<file path="config.mk">
export PLATFORM = sky130hd
export DESIGN_NAME = sequ_detect
export DESIGN_NICKNAME = d
export VERILOG_FILES = /design/src/rtl/sequ_detect.sv
export SDC_FILE = /design/constraint.sdc
export NUM_CORES = 1
export LEC_CHECK = 0
export CORE_AREA = 3 3 40 42
export CTS_CLUSTER_SIZE = 40
export DETAILED_ROUTE_END_ITERATION = 7
export DIE_AREA = 0 0 43 45
export GPL_ROUTABILITY_DRIVEN = 0
export PLACE_DENSITY = 0.3
export SLEW_MARGIN = 40
export SYNTH_ARGS = -nofsm -noshare
export SYNTH_HDL_FRONTEND = slang
export SYNTH_SLANG_ARGS = --single-unit
export TNS_END_PERCENT = 20
</file>
<file path="constraint.sdc">
create_clock -name clk -period 1 [get_ports clk]
set_input_delay 0.2 -clock clk [delete_from_list [all_inputs] [get_ports clk]]
set_output_delay 0.2 -clock clk [all_outputs]
set_load 0.005 [all_outputs]
</file>
<file path="src/rtl/sequ_detect.sv">
// Serial 11010 pattern detector with overlap; Moore output by default.
// Define SEQU_DETECT_MEALY_EN for a combinational Mealy output one cycle earlier.
module sequ_detect (
  input  logic clk,
  input  logic rst_n,
  input  logic data_in,
  output logic sout
);

  typedef enum logic [2:0] {
    S0 = 3'd0,
    S1 = 3'd1,
    S2 = 3'd2,
    S3 = 3'd3,
    S4 = 3'd4,
    S5 = 3'd5
  } state_e;

  state_e state_q, state_d;

  always_ff @(posedge clk or negedge rst_n) begin
    if (!rst_n) begin
      state_q <= S0;
    end else begin
      state_q <= state_d;
    end
  end

  // Each state holds the longest pattern prefix that is a suffix of the stream.
  always_comb begin
    state_d = S0;
    case (state_q)
      S0:      state_d = data_in ? S1 : S0;
      S1:      state_d = data_in ? S2 : S0;
      S2:      state_d = data_in ? S2 : S3;
      S3:      state_d = data_in ? S4 : S0;
      S4:      state_d = data_in ? S2 : S5;
      S5:      state_d = data_in ? S1 : S0;
      default: state_d = S0;
    endcase
  end

`ifdef SEQU_DETECT_MEALY_EN
  always_comb begin
    sout = 1'b0;
    if (state_q == S4 && !data_in) begin
      sout = 1'b1;
    end
  end
`else
  // Dedicated flop mirrors "state is S5" so the flag never glitches on multi-bit state changes.
  logic match_q;

  always_ff @(posedge clk or negedge rst_n) begin
    if (!rst_n) begin
      match_q <= 1'b0;
    end else begin
      match_q <= (state_d == S5);
    end
  end

  always_comb begin
    sout = match_q;
  end
`endif

endmodule

</file>
Yosys cells after proc, flatten, opt, wreduce, memory -nomap -nowiden
Cells that the tools add are included.
{ "word_totals": {"romBits": 0, "ramBits": 0, "reg_bits": 4, "output_inout_bits": 1, "in_bits": 3, "elab_cells": 16, "n_memories": 0, "latchBits": 0} }
{ "classes": {"order_cmp": 0, "n_reduce_logical": 2, "n_div": 0, "multipliers": 0, "n_bitwise": 0, "n_shift": 0, "eq_ne": 6, "addsub": 0, "muxes": 6} }
{ "op_table": {"columns": ["operator", "count"], "rows": [
  ["$pmux 3 s5", 1],
  ["$eq 3x3->1 const B", 3],
  ["$eq 3x2->1 const B", 2],
  ["$mux 3", 2],
  ["$eq 3x1->1 const B", 1],
  ["$logic_not 3->1", 1],
  ["$mux 1", 2],
  ["$mux 2", 1],
  ["$reduce_or 2->1", 1]
]} }

Logic depth before layout (Yosys ltp)
{ "depth": {"depth_word": 4, "ltp_mapped": 2, "depth_no_buf": 2} }

Worst setup path after synthesis
OpenSTA, ideal clock, no wires.
{ "synth_path": {"path_kind": "reg2reg", "startpoint": "register state_q[0]", "endpoint": "register state_q[0]", "path_stages_with_launch": 3, "path_slack_ns": -0.036, "synth_period_minus_slack_ns": 1.036, "n_path_buf": 0, "setup_time_ns": 0.127, "t_arrival_ns": 0.909, "path_cell_list": "dfrtp_1 -> xnor2_1 -> a311o_2"} }
{ "synth_between": {"elab_chain_len": 3, "word_cells_on_any_way": 8, "classes_between": "eq/ne (5); mux (1); reduce/logical (2)"} }
{ "synth_lines": {"columns": ["element", "line_no", "source"], "rows": [
  ["start: declaration", "19", "state_e state_q, state_d;"],
  ["start signal: assignment", "25", "state_q <= state_d;"],
  ["$eq 3x3->1 / $logic_not 3->1 (equally long branches)", "32", "case (state_q)"],
  ["$reduce_or 2->1 (no line)", null, null],
  ["$pmux 3 s5 *", "32", null],
  ["via state_d[0]", "19", null]
]} }
Mark *: on every way through the listed nets, which the timed path passes. The rest lies on a longest branch.

Worst setup path after layout
{ "layout_path": {"startpoint": "register state_q[1]", "endpoint": "register state_q[0]"} }
The elaborated chain is that of the path after synthesis.

==> impl_metrics.toml <==
[sta]
max_slew_margin_pct = 82.5
setup_ws_ns = -0.0617
skew_ns = 0.00613
fmax_mhz = 942
setup_viol = 3
finalHoldViolCount = 0
fin_hold_ws_ns = 0.164
max_slew.worst_pin.slew_ns = 0.259
fin_crit_sh_pct = 106
min_period_ns = 1.06
rsz0062_at_grt = "true"
slew_violations = 0

[run_status]
violations = "negative setup slack"
status = "finished, violations left"

[final_layout]
fin_util_pct = 21.8
final_nets = 28
finish.instance_area_um2 = 280
area_delta_synth_final_pct = 62.3
n_antenna_cell = 0
drive_above_1_share_pct = 43.5

[synthesis]
synth_area_leaders = "dfrtp_1 (58%), nor4b_1 (10%), a311o_2 (6.5%)"
synth_cell_type_count = 9
synth_seq_cells = 4
syn-num-nets = 17
synth_edf_count = 0
synthArstFlopShare_pct = 100
synth_common_cells = "dfrtp_1 (4), inv_1 (2), nor4b_1 (2)"
seq_area_frac_synth_pct = 58.0
avgSynthCellArea_um2 = 12.3
synth_top_area_share_pct = 58.0
synth_ff_type = "dfrtp_1"
synth_top_cell_by_area = "dfrtp_1"
synth_most_common_cell = "dfrtp_1"
synth_cells = 14
syn_area_um2 = 173
synth_warnings = 0

[global_route]
grt_max_degree = 6
grt_util_met2_pct = 10.2
grt_pass1_vias = 154
grt_util_all_layers_pct = 5.60
antenna_found_initial = 0
use_met1_pct = 4.38
grt.busiest_layer = "met2"
met3_usage_pct = 4.78
grt-ovfl-total = 0
grt_pass1_wl_um = 710

[cts]
htree_levels = 1
clk_path_buf_depth = 2
clk_latency_ns = 0.24
cts_tree = "yes"
root_buffer = "clkbuf_4"
numClockSinks = 4
cts_buffers = 3
cts.clk_slew.worst_paths_ns = 0.04

[job]
maxCapViolCount = 0

[detailed_routing]
viasPerCell = 3.68
route.detailed.drc = 0
wire_per_inst_um = 10.5
drt_iter0_markers = 3
vias = 140
final_antenna_net_count = 0
routed_wl_um = 398
dr.pass1.iters = 2

[placed_design]
hpwl_um = 305
place_area_um2 = 243
dp_slack_ns = -0.369
port_buffers = 3

[worst_setup_path]
endpoint_kind = "flip-flop"
worstPathMaxFanout = 5
critPathTopFamily = "flip-flops"
slowest_delay_ns = 0.41
required_ns = 1.11
crit_slowest_cell = "dfrtp_1"
crit_type = "flip-flop to flip-flop"
crit_chain = "nor4b_1, a311o_2"
startpoint_type = "flip-flop"
cp.arrival_ns = 1.17
cp_num_buf_inv = 0

[die]
initial_core_util_pct = 13.4
rows = 13
core_area_mm2 = 0.00128
die_y_um = 45
die_w_um = 43
die-area_mm2 = 0.00194
io_pins = 4

[pwr]
power_per_cell_area_mw_per_mm2 = 2540
vdd_drop_max_v = 0.000516
power_uw = 711
leakage_nw = 0.121

[hold_path]
min_path_type = "primary input to asynchronous set/reset pin"
## final cells by class
type,count,area (µm²)
multi-input cells,8,80.1
repair buffers,6,50.0
inverters,2,7.51
flip-flops and latches,4,101
clock buffers,3,22.5
fillers,145,1000
well taps,15,18.8
## repair_timing
| item | in CTS | in global routing |
|---|---|---|
| endpoints found under the setup margin | 4 | 4 |
| setup buffers | 1 | 0 |
| resized for setup | 5 | 2 |
| hold buffers | 0 | 0 |
## metrics by stage
stage	std cells	setup TNS, ns
finish	38	-0.122
CTS	38	-0.196
global route	38	-0.318
floorplan	14	0
detailed placement	34	-1.28
global placement	34	-1.20
## cells by family after synthesis
kind of cell	synth area share [%]
compound gates	15.9
xor+xnor	5.07
buf+inv	4.35
flops	58.0
simple gates	16.7
## placed cells by master, fill, tap and decap left out, drive strengths merged
cell and count:
dfrtp 4, a311o 1, nor4b 2, o21bai 1
nand2 1, clkbuf 4, o32ai 1, xnor2 1
dlygate4sd2 1, inv 2, clkdlybuf4s50 1, buf 3
or2b 1
## final timing paths
path / from / to / slack, ns / depth (start not counted)
max in group asynchronous: rst_n / state_q[0]$_DFF_PN0_ / 0.64 / 1
setup / recovery: state_q[1]$_DFF_PN0_ / state_q[0]$_DFF_PN0_ / -0.06 / 2
hold / removal: rst_n / state_q[1]$_DFF_PN0_ / 0.16 / 1
min in group clk: data_in / state_q[2]$_DFF_PN0_ / 0.45 / 3
setup reg to reg: state_q[1]$_DFF_PN0_ / state_q[0]$_DFF_PN0_ / -0.06 / 2
hold reg to reg: state_q[1]$_DFF_PN0_ / state_q[1]$_DFF_PN0_ / 0.55 / 1
## worst reg2reg max path, stage by stage, from the launching register on
cell	delay, ns
dfrtp_1	0.41
nor4b_1	0.16
a311o_2	0.36
## per-layer routing
metal  vias up  part of all wire [%]
met5         -                     0
met4         0                     0
met3         0                   7.3
met2         4                    58
met1        66                    34
li1         70                     -
## registers in the layout (all words and copies together), names as in the netlist
signal and count:
state_q 3, sout 1
## power by group
group	total [mW]	leakage [nW]	switching [mW]	internal, mW
clock	0.205	0.0138	0.0707	0.135
sequential	0.277	0.0517	0.0637	0.213
combinational	0.229	0.0558	0.0813	0.147
total	0.711	0.121	0.216	0.495
No activity file was read; power rests on OpenSTA's default activity.
